## src/rtl/apb_master_bridge_n.sv

```systemverilog
`default_nettype none
// ============================================================================
// Module  : apb_master_bridge_n
// Brief   : APB master bridge for NUM_SLAVES completers on one shared bus.
//           Supports back-to-back transfers without an IDLE cycle, forwards
//           the selected slave's PSLVERR, and ends hung transfers with an
//           error after TIMEOUT wait cycles.
// Revision: 1.0 - initial release
// ============================================================================
module apb_master_bridge_n #(
  parameter int ADDR_W     = 9,
  parameter int DATA_W     = 8,
  parameter int NUM_SLAVES = 2,
  parameter int TIMEOUT    = 16
) (
  input  logic                         PCLK,
  input  logic                         PRESETn,
  input  logic                         transfer,
  input  logic                         READ_WRITE,
  input  logic [ADDR_W-1:0]            apb_write_paddr,
  input  logic [DATA_W-1:0]            apb_write_data,
  input  logic [ADDR_W-1:0]            apb_read_paddr,
  input  logic [NUM_SLAVES*DATA_W-1:0] PRDATA,
  input  logic [NUM_SLAVES-1:0]        PREADY_s,
  input  logic [NUM_SLAVES-1:0]        PSLVERR_s,
  output logic [NUM_SLAVES-1:0]        PSEL,
  output logic                         PENABLE,
  output logic [ADDR_W-1:0]            PADDR,
  output logic                         PWRITE,
  output logic [DATA_W-1:0]            PWDATA,
  output logic [DATA_W-1:0]            apb_read_data_out,
  output logic                         PSLVERR,
  output logic                         done,
  output logic                         busy
);

  localparam int SEL_W = (NUM_SLAVES > 1) ? $clog2(NUM_SLAVES) : 1;
  // The counter only has to reach TIMEOUT-1; the transfer ends there.
  localparam int CNT_W = (TIMEOUT > 1) ? $clog2(TIMEOUT) : 1;
  localparam logic [CNT_W-1:0] CNT_LAST = (TIMEOUT > 0) ? CNT_W'(TIMEOUT - 1) : '0;

  typedef enum logic [1:0] {
    S_IDLE   = 2'd0,
    S_SETUP  = 2'd1,
    S_ACCESS = 2'd2
  } state_t;

  state_t              state_q, state_d;
  logic [ADDR_W-1:0]   paddr_q, paddr_d;
  logic                pwrite_q, pwrite_d;
  logic [DATA_W-1:0]   pwdata_q, pwdata_d;
  logic [DATA_W-1:0]   rdata_q, rdata_d;
  logic [CNT_W-1:0]    cnt_q, cnt_d;
  // Set when a back-to-back request targets a different slave: PSEL is
  // withheld for that SETUP cycle so two selects never overlap.
  logic                hide_q, hide_d;

  logic [SEL_W-1:0]    w_idx;
  logic [SEL_W-1:0]    w_new_idx;
  logic [ADDR_W-1:0]   w_new_addr;
  logic [NUM_SLAVES-1:0] w_onehot;
  logic                w_mapped;
  logic                w_rdy;
  logic                w_err;
  logic [DATA_W-1:0]   w_rdata_sel;
  logic                w_timeout;
  logic                w_complete;
  logic                w_xfer_err;
  logic                w_capture;
  logic [DATA_W-1:0]   w_slice [NUM_SLAVES];

  // Split the concatenated read-data bus into one lane per slave.
  for (genvar g = 0; g < NUM_SLAVES; g++) begin : g_slice
    assign w_slice[g] = PRDATA[g*DATA_W +: DATA_W];
  end

  assign w_idx      = paddr_q[ADDR_W-1 -: SEL_W];
  assign w_new_addr = READ_WRITE ? apb_read_paddr : apb_write_paddr;
  assign w_new_idx  = w_new_addr[ADDR_W-1 -: SEL_W];

  // Decode the registered address; an index beyond NUM_SLAVES matches no lane.
  always_comb begin
    w_onehot    = '0;
    w_rdy       = 1'b0;
    w_err       = 1'b0;
    w_rdata_sel = '0;
    for (int i = 0; i < NUM_SLAVES; i++) begin
      if (w_idx == SEL_W'(i)) begin
        w_onehot[i] = 1'b1;
        w_rdy       = PREADY_s[i];
        w_err       = PSLVERR_s[i];
        w_rdata_sel = w_slice[i];
      end
    end
  end

  assign w_mapped   = |w_onehot;
  assign w_timeout  = (TIMEOUT != 0) && !w_rdy && (cnt_q == CNT_LAST);
  assign w_complete = (state_q == S_ACCESS) && (!w_mapped || w_rdy || w_timeout);
  // Unmapped, timed out (not ready at completion) or slave-reported error.
  assign w_xfer_err = !w_mapped || !w_rdy || w_err;

  // Next-state logic, request capture and completion bookkeeping.
  always_comb begin
    state_d   = state_q;
    paddr_d   = paddr_q;
    pwrite_d  = pwrite_q;
    pwdata_d  = pwdata_q;
    rdata_d   = rdata_q;
    cnt_d     = cnt_q;
    hide_d    = hide_q;
    w_capture = 1'b0;

    case (state_q)
      S_IDLE: begin
        if (transfer) begin
          w_capture = 1'b1;
          state_d   = S_SETUP;
        end
      end
      S_SETUP: begin
        cnt_d   = '0;
        state_d = S_ACCESS;
      end
      S_ACCESS: begin
        if (w_complete) begin
          if (!pwrite_q && !w_xfer_err) begin
            rdata_d = w_rdata_sel;
          end
          if (transfer) begin
            w_capture = 1'b1;
            state_d   = S_SETUP;
          end else begin
            state_d = S_IDLE;
          end
        end else if (TIMEOUT != 0) begin
          cnt_d = cnt_q + CNT_W'(1);
        end
      end
      default: begin
        state_d = S_IDLE;
      end
    endcase

    if (w_capture) begin
      paddr_d  = w_new_addr;
      pwrite_d = ~READ_WRITE;
      if (!READ_WRITE) begin
        pwdata_d = apb_write_data;
      end
      hide_d = (state_q == S_ACCESS) && (w_new_idx != w_idx);
    end
  end

  // State and datapath registers with asynchronous clear.
  always_ff @(posedge PCLK or negedge PRESETn) begin
    if (!PRESETn) begin
      state_q  <= S_IDLE;
      paddr_q  <= '0;
      pwrite_q <= 1'b0;
      pwdata_q <= '0;
      rdata_q  <= '0;
      cnt_q    <= '0;
      hide_q   <= 1'b0;
    end else begin
      state_q  <= state_d;
      paddr_q  <= paddr_d;
      pwrite_q <= pwrite_d;
      pwdata_q <= pwdata_d;
      rdata_q  <= rdata_d;
      cnt_q    <= cnt_d;
      hide_q   <= hide_d;
    end
  end

  assign busy              = (state_q != S_IDLE);
  assign PENABLE           = (state_q == S_ACCESS);
  assign PSEL              = (busy && !((state_q == S_SETUP) && hide_q)) ? w_onehot : '0;
  assign done              = w_complete;
  assign PSLVERR           = w_complete && w_xfer_err;
  assign PADDR             = paddr_q;
  assign PWRITE            = pwrite_q;
  assign PWDATA            = pwdata_q;
  assign apb_read_data_out = rdata_q;

endmodule
`default_nettype wire

```

## config.mk

```make
export PLATFORM = sky130hd
export DESIGN_NAME = apb_master_bridge_n
export DESIGN_NICKNAME = d
export VERILOG_FILES = /design/src/rtl/apb_master_bridge_n.sv
export SDC_FILE = /design/constraint.sdc
export NUM_CORES = 1
export LEC_CHECK = 0
export CAP_MARGIN = 40
export CORE_ASPECT_RATIO = 1.2
export CORE_UTILIZATION = 40
export CTS_BUF_LIST = sky130_fd_sc_hd__clkbuf_8 sky130_fd_sc_hd__clkbuf_16
export CTS_CLUSTER_DIAMETER = 120
export CTS_CLUSTER_SIZE = 40
export DETAILED_ROUTE_END_ITERATION = 12
export GPL_ROUTABILITY_DRIVEN = 1
export PLACE_DENSITY_LB_ADDON = 0.25
export SKIP_LAST_GASP = 1
export SYNTH_ARGS = -nofsm -noshare
export SYNTH_HDL_FRONTEND = slang
export SYNTH_SLANG_ARGS = --single-unit
```

## constraint.sdc

```tcl
create_clock -name PCLK -period 5.4 [get_ports PCLK]
set_clock_uncertainty 0.1 [all_clocks]
set_input_delay 1.08 -clock PCLK [delete_from_list [all_inputs] [get_ports PCLK]]
set_output_delay 1.08 -clock PCLK [all_outputs]
set_load 0.005 [all_outputs]
```

==> results.txt, run 1 <==
- Flops & latches, synth: 33
- The number of hold-slack violations in the final timing report was 0.
- The min-delay analysis places its worst path in the category flop to flop.
- Worst-path cell chain: clkdlybuf4s50_1 > mux2i_1 > and2_1 > nor3_1 > clkdlybuf4s50_1
* Mean number of vias per cell: 5.02
* Ratio of cells with drive above 1 in the final layout: approximately 16%
* Unrepaired setup endpoints after global routing: no
* Internal reg-to-reg setup slack: 2.68 ns
- Post-synthesis sequential area ratio: 51.5%
* # resized after CTS: 0
- Clock latency on the worst-skew pair, taken at its later pin, is 0.28 ns.
- Count of different cell masters after synthesis: 30
- After the last flow step, the layout net total stands at 274.
- Cell count of the worst reg-to-reg path: 5
- The number of antenna diodes in the final layout is 0.
* Classification of the worst setup path: primary input to output pin
- In the finished design, the share of the clock period the worst path needs comes to 71.7%.
* Cell area after synthesis: 1600 sq um
- The finished layout holds 276 standard cells, fillers aside.
- Crit path max fanout: 7
* Net count after synthesis: 193
- Number of maximum-capacitance violations: 0
- Endpoint type of the worst setup path: output pin
- The H-tree generated during clock tree synthesis spans 2 levels.
- Global routing usage summed across all routing layers: 21.7%
- Quantity of hold-fixing buffers added after cts: 0
- Total wire length: 4250 um
* Total instance count after detailed placement: about 270
* Total half-perimeter wirelength after legalization and detailed placement: roughly 3300 um
* Cell mode on critical path: sky130_fd_sc_hd__clkdlybuf4s50_1
* Worst hold path cell count: 2
- Storage element area: just over 800 sq um
* Pin count of the biggest net entering global routing: 34
- Across the VDD grid, the largest voltage drop is 0.000237 V.
- TritonCTS built the clock tree.
- The tree built by TritonCTS fans out to 33 sinks.
- The Yosys step of the flow raised 0 warnings.
* Antenna violations before repair: 0
* Count of input and output buffers: 81
- The congestion estimate from routability-driven global placement came to ~0.8.
* First-pass detailed-route iteration total: 4
- I/O pin count: 82
- On the final layout, the worst hold slack is 0.400 ns.
- For this run, design rule violations remaining after detail routing come to 0.
- For the pin with the worst max-slew slack, the measured transition is 0.731 ns.
- Crit-path slowest cell: sky130_fd_sc_hd__clkdlybuf4s50_1
- Gate count of the mapped netlist: 142
- Area growth from synthesis to final layout: 59.6%
- Summing over every cut layer, the via total after detailed routing is roughly 1400.
- Initial standard-cell utilization of the core: 43.1%
- Deepest clock path buffer count: 2
- Number of buffers and inverters on the critical path: 2
- Hold Crit Start: hide_q$_DFFE_PN0P_
* Peak per-stage delay on the critical path: around 0.52 ns
* Global-route wire length before repair: 6820 um
- Final Critical Period: slightly below 4 ns
- In this run the clock root is driven by a sky130_fd_sc_hd__clkbuf_8.
- Number of nets still failing antenna checks after routing: 0
- The kind of cell with the highest combined delay along the critical path is buffers and inverters.
- Req. time, crit path: between 4 and 5 ns
- Slew HR: 51.2%
- Pwr dens: between 400 and 500 nW/um^2
* Total setup buffers inserted after CTS: 0
- The critical path runs through a total of 5 cells.
- Maximum clock frequency: 0.258 GHz
- In this run the mean area of a mapped cell was around 11 sq um.
- Outcome: finished clean
- Slew Limit Fails: 0
- Die footprint: between 4000 and 5000 sq um
- Clock-pin slew of the registers on the worst-case setup and hold paths: 0.07 ns
* X dimension of the die: 59.8 um
* Startpoint of the worst register-to-register path: PADDR[8]$_DFFE_PN0P_
- The path with the worst hold slack has its endpoint at hide_q$_DFFE_PN0P_.
- Number of violations reported at the end of detailed-routing iteration 0: 48
* Static Leak: approximately 1.1 nW
- The number of global-route vias before repair came to approximately 1600.
- The worst setup path is launched from a primary input.
- Number of buffers created by CTS: 5
- The floorplan step defined a core boundary enclosing 3720 sq um.
* WP data arrival: 2.69 ns
- Setup violations remaining at the end of the flow were counted as 0.
- The multi-input combinational cells in the finished layout cover a total of slightly above 700 sq um.
* Placement Rows: 24
- Routed wire per std cell: between 15 and 20 um
- The worst register-to-register path ends at PWDATA[3]$_DFFE_PN0P_.
- After global routing the overflow that remains totals 0.
- After routing, the total negative slack on setup checks comes to 0 ns.
- Die Height: 71.4 um
- Filler Cells Inserted: 297
[worst max-delay path by stage]
stage / slack [ns] / from / to
finish: 1.53 / PREADY_s[0] / PSLVERR
global route: 1.42 / PREADY_s[1] / PSLVERR
CTS: 1.52 / PREADY_s[0] / PSLVERR
detailed placement: 1.52 / PREADY_s[1] / PSLVERR
global placement: 1.56 / PREADY_s[1] / PSLVERR
floorplan: 2.56 / PREADY_s[1] / PSLVERR
[power breakdown]
| group | total [mW] | switching, mW | internal [mW] |
|---|---|---|---|
| Sequential | 0.442 | 0.0901 | 0.352 |
| Clock | 0.203 | 0.0879 | 0.115 |
| Combinational | 0.508 | 0.174 | 0.334 |
| Total | 1.15 | 0.352 | 0.801 |
[routing by layer]
layer	GRT usage, %	share of wire (%)	up-vias
li1	-	-	663
met1	22.3	37	672
met2	39.3	57	45
met3	6.32	4.5	6
met4	9.56	1.4	0
met5	0	0	-
[through the flow]
stage	utilization [%]	setup slack, ns	area (sq um)	power (mW)
after global routing	68.8	1.42	2560	1.23
after CTS	68.8	1.52	2560	1.17
final	68.8	1.53	2560	1.15
after global placement	66.0	1.56	2460	0.934
after floorplan	-	2.56	1600	0.647
after detailed placement	66.0	1.52	2460	0.960
[layout by cell type, fill, tap and decap left out, types with 3 or more instances in the layout]
| cell type | Yosys | routed |
|---|---|---|
| sky130_fd_sc_hd__mux2_2 | 24 | 24 |
| sky130_fd_sc_hd__clkdlybuf4s50_1 | 0 | 81 |
| sky130_fd_sc_hd__clkbuf_8 | 0 | 7 |
| sky130_fd_sc_hd__nand3_1 | 3 | 3 |
| sky130_fd_sc_hd__nor2b_1 | 3 | 3 |
| sky130_fd_sc_hd__nor2_1 | 12 | 12 |
| sky130_fd_sc_hd__o21ai_0 | 3 | 3 |
| sky130_fd_sc_hd__inv_1 | 6 | 6 |
| sky130_fd_sc_hd__dfrtp_1 | 33 | 33 |
| sky130_fd_sc_hd__nand2_1 | 6 | 6 |
| sky130_fd_sc_hd__a21oi_1 | 13 | 13 |
| sky130_fd_sc_hd__mux2i_1 | 10 | 10 |
[flip-flops by register name, summed over array words and instances, names as in the netlist]
| signal | count |
|---|---|
| apb_read_data_out | 8 |
| state_q | 2 |
| PWDATA | 8 |
| PWRITE | 1 |
| hide_q | 1 |
| PADDR | 9 |
| cnt_q | 4 |
[kinds of logic (layout without fill, tap and decap cells)]
kind of cell | count (synthesis) | after routing | synth area share, %
and+or+nand+nor | 31 | 31 | 9.67
AOI/OAI and AO/OA | 26 | 26 | 10.1
buffers and inverters | 16 | 98 | 4.29
xor gates and xnor gates | 1 | 1 | 0.546
adders and majority gates | 1 | 1 | 0.780
DFF | 33 | 33 | 51.5
muxes | 34 | 34 | 23.1
[worst register-to-register path: cells and delay by family, from the launching register on]
kind,cells,cell delay [ns]
AO/OA/AOI/OAI,1,0.23
AND/OR/NAND/NOR,1,0.63
multiplexers,2,0.67
flip-flops,1,0.72
buffers and inverters,1,0.26
[final cells by class]
type / count / share of cell area, %
Sequential cell: 33 / 32.3
Tap cell: 52 / 2.54
Multi-Input combinational cell: 93 / 28.0
Timing Repair Buffer: 83 / 32.3
Clock inverter: 1 / 0.196
Inverter: 7 / 1.03
Clock buffer: 7 / 3.76
[cells in the mapped netlist]
library cell / count / area share, %
sky130_fd_sc_hd__buf_2: 4 / 1.2
sky130_fd_sc_hd__o311ai_1: 1 / 0.55
sky130_fd_sc_hd__a22oi_1: 1 / 0.47
sky130_fd_sc_hd__and2_1: 1 / 0.39
sky130_fd_sc_hd__mux2_2: 24 / 17
sky130_fd_sc_hd__inv_1: 6 / 1.4
sky130_fd_sc_hd__clkinv_1: 1 / 0.23
sky130_fd_sc_hd__clkbuf_1: 4 / 0.94
sky130_fd_sc_hd__ha_1: 1 / 0.78
sky130_fd_sc_hd__nand2b_1: 1 / 0.39
sky130_fd_sc_hd__nor4b_1: 1 / 0.55
sky130_fd_sc_hd__nor2_1: 12 / 2.8
sky130_fd_sc_hd__nor2b_1: 3 / 1.2
sky130_fd_sc_hd__nand3_1: 3 / 0.94
sky130_fd_sc_hd__nor3_1: 2 / 0.62
sky130_fd_sc_hd__o2bb2ai_1: 2 / 1.1
sky130_fd_sc_hd__dfrtp_1: 33 / 51
sky130_fd_sc_hd__nand4b_2: 1 / 0.94
sky130_fd_sc_hd__mux2i_1: 10 / 6.2
sky130_fd_sc_hd__o311ai_0: 2 / 1.1
sky130_fd_sc_hd__a21oi_1: 13 / 4.1
sky130_fd_sc_hd__nand2_1: 6 / 1.4
sky130_fd_sc_hd__buf_4: 1 / 0.47
sky130_fd_sc_hd__a31oi_1: 1 / 0.39
sky130_fd_sc_hd__a2bb2oi_1: 1 / 0.55
sky130_fd_sc_hd__o32ai_1: 1 / 0.55
sky130_fd_sc_hd__o21ai_0: 3 / 0.94
sky130_fd_sc_hd__xor2_1: 1 / 0.55
sky130_fd_sc_hd__a21o_1: 1 / 0.47
sky130_fd_sc_hd__or4_1: 1 / 0.47
Power figures use the tool's default switching activity.
==> run 2: changes to the inputs <==
- CORE_UTILIZATION: 40 -> 36
- clock period: 5.4 -> 3.4 ns (I/O delays scaled with it)
==> run 2 against run 1 <==
- sequential cell count stayed put
- die area is 11% higher
- largest power group unchanged
- critical endpoint unchanged
- register-to-register slack worse by 1.2 ns
==> results.txt, run 2 (synthesized netlist as in run 1, its figures left out) <==
- Overflow after GRT: 0 (unchanged)
- Worst Hold Class: flop to flop (unchanged)
- Leading cell type in the layout, fill and taps excluded: sky130_fd_sc_hd__clkdlybuf4s50_1 (unchanged)
- CP startpoint: PREADY_s[1] (was PREADY_s[0])
- Post-route setup TNS: 0 ns (unchanged)
* Maximum clock frequency: between 0.3 and 0.4 GHz
- Outcome: finished clean (unchanged).
* Number of H-tree branching levels: 2 (unchanged)
- Final setup margin: 0.365 ns (was 1.53 ns)
- Number of maximum-capacitance violations: 0 (unchanged)
* Global routing usage summed across all routing layers: 16.6% (was 21.7%)
* Total inserted antenna cells: 0 (unchanged)
- The area of the placeable core was 4260 sq um (was 3720 sq um).
- First-pass detailed-route iteration total: 4 (unchanged)
- The sum of net half-perimeters after detailed placement came to 2700 um (was 3290 um).
* Total wire length: 3610 um (was 4250 um)
- Count of input and output buffers: 81 (unchanged)
- The detail-routed net length per standard cell was 12.8 um (was 15.4 um).
- The pin count of the biggest net entering global routing is 34 (unchanged).
- CTS tree: built (unchanged)
* Slew HR: 72.8% (was 51.2%)
* Total instance count after detailed placement: 275 (was 268)
* Static Leak: 1.11 nW (was 1.09 nW)
* Final hold violation count: 0 (unchanged)
- Via count of the first global-routing pass: 1325 (was 1555)
* CTS root buf: sky130_fd_sc_hd__clkbuf_8 (unchanged)
- The starting utilization of the core area was 37.6% (was 43.1%).
- Die footprint: 4730 sq um (was 4270 sq um)
- Die Height: 75.1 um (was 71.4 um)
- Crit-path slowest cell: sky130_fd_sc_hd__clkdlybuf4s50_1 (unchanged)
- The cell type with the highest occurrence count on the critical path was sky130_fd_sc_hd__clkdlybuf4s50_1 (unchanged).
* Flip-flop count of the largest register after layout: 9 (unchanged)
- The cell area after layout came to 2600 sq um (was 2560 sq um).
- The post-route non-filler standard cell count came to 283 (was 276).
- Number of violations reported at the end of detailed-routing iteration 0: 68 (was 48)
- The arrival time reported for the critical path endpoint came to 2.26 ns (was 2.69 ns).
* Slew Limit Fails: 0 (unchanged)
- The pre-CTS setup slack came to 0.383 ns (was 1.52 ns).
- The total number of vias was 1376 (was 1386).
- Final Critical Period: 3.04 ns
- The slew at the pin with the worst max-slew slack was 0.407 ns (was 0.731 ns).
* Unrepaired setup endpoints after global routing: no (unchanged)
- The placed instance area came to 2490 sq um (was 2460 sq um).
* Req. time, crit path: 2.62 ns (was 4.22 ns)
- The kind of critical path is primary input to output pin (unchanged).
- Hold Crit Start: hide_q$_DFFE_PN0P_ (unchanged)
- The post-route antenna net violation count was 0 (unchanged).
* Clock Latency Late Sink: 0.28 ns (about the same)
* Worst-path cell chain: clkdlybuf4s50_1 > mux2i_1 > and2_1 > nor3_1 > clkdlybuf4s50_1 (unchanged)
- DRC: 0 (unchanged)
- Nets: 277 (was 274)
- Global-route wire length before repair: 5920 um (was 6820 um)
- Quantity of hold-fixing buffers added after cts: 0 (unchanged)
- The kind of start point of the critical path is a primary input (unchanged).
* I/O pin count: 82 (unchanged)
- The CTS buffer count was 5 (unchanged).
* Total setup buffers inserted after CTS: 0 (unchanged)
* Most frequent cells in the layout: sky130_fd_sc_hd__clkdlybuf4s50_1, sky130_fd_sc_hd__dfrtp_1, sky130_fd_sc_hd__mux2_2 (unchanged)
- Max VDD drop: 0.000356 V (was 0.000237 V)
* Sinks on the clock net: 33 (unchanged)
* Antenna violations before repair: 0 (unchanged)
* Number of buffers and inverters on the critical path: 2 (unchanged)
- Endpoint type of the worst setup path: output pin (unchanged)
* Setup violation total in the final timing report: 0 (unchanged)
* Placement Rows: 26 (was 24)
* Clock-pin slew of the registers on the worst-case setup and hold paths: 0.07 ns (about the same)
* Area growth from synthesis to final layout: 62.2% (was 59.6%)
* Fraction of the cycle the final worst path needs: 89.3%
* Deepest clock path buffer count: 2 (unchanged)
* Mean number of vias per cell: 4.86 (was 5.02)
- # resized after CTS: 0 (unchanged)
- Footprint of the multi-input gates: 716 sq um (unchanged)
* Pwr dens: 720 nW/um^2 (was 450 nW/um^2)
- Filler Cells Inserted: 375 (was 297)
* Critical path's top delay family: buffers and inverters (unchanged)
- X dimension of the die: 62.9 um (was 59.8 um)
- Routability cong.: 0.788 (was 0.794)
* Peak per-stage delay on the critical path: 0.52 ns (about the same)
- Ratio of cells with drive above 1 in the final layout: 16.7% (was 16.1%)
- Worst hold slack after final layout: 0.387 ns (was 0.400 ns)
- The flip-flop and latch area is 826 sq um (unchanged).
- Crit path max fanout: 7 (unchanged)
* Startpoint of the worst register-to-register path: PADDR[8]$_DFFE_PN0P_ (unchanged)
==> run 2: cell types whose count changed in the layout (fill, tap and decap cells not counted) <==
cell,delta
sky130_fd_sc_hd__clkbuf_8,-1
sky130_fd_sc_hd__bufinv_16,+1
sky130_fd_sc_hd__buf_4,+3
sky130_fd_sc_hd__inv_1,+1
sky130_fd_sc_hd__clkinv_2,-1
==> run 2: worst paths after layout <==
check,endpoint,slack [ns],cells after the start
max in group asynchronous,PADDR[4]$_DFFE_PN0P_,2.21,2
worst min register to register,hide_q$_DFFE_PN0P_,0.39,2
worst max register to register,apb_read_data_out[5]$_DFFE_PN0P_,1.49,4
worst min-delay path,hide_q$_DFFE_PN0P_,0.39,2
worst max-delay path,PSLVERR,0.36,5
min in group asynchronous,cnt_q[3]$_DFFE_PN0P_,0.69,2
==> run 2: final cells by class <==
type,count,share of cell area [%]
Inverter,7,1.01
Timing Repair Buffer,86,32.6
Clock inverter,2,1.30
Multi-Input combinational cell,93,27.5
Clock buffer,6,3.17
Tap cell,56,2.69
Sequential cell,33,31.7
==> run 2: per-layer routing <==
| metal | GRT usage (%) | part of all wire, % | vias up |
|---|---|---|---|
| met1 | 17.9 | 41 | 650 |
| met5 | 0 | 0 | - |
| met3 | 6.36 | 6.1 | 7 |
| met2 | 29.0 | 51 | 47 |
| met4 | 7.75 | 1.9 | 0 |
| li1 | - | - | 672 |
==> run 2: power breakdown <==
part	switching [mW]	internal, mW	total, mW
clock	0.139	0.236	0.375
combinational	0.293	0.539	0.832
sequential	0.108	0.559	0.667
==> run 2: per-stage QoR <==
stage          utilization (%)  power (mW)
2_1_floorplan                -        1.03
3_3_place_gp              58.3        1.51
3_5_place_dp              58.3        1.52
4_1_cts                   61.1        1.90
5_1_grt                   61.1        1.99
6_report                  61.1        1.87
==> run 2: tightest hold or removal path, cell delays in order (launching register included) <==
cell,delay [ns]
sky130_fd_sc_hd__dfrtp_1,0.34
sky130_fd_sc_hd__nand2_1,0.05
sky130_fd_sc_hd__o311ai_1,0.06
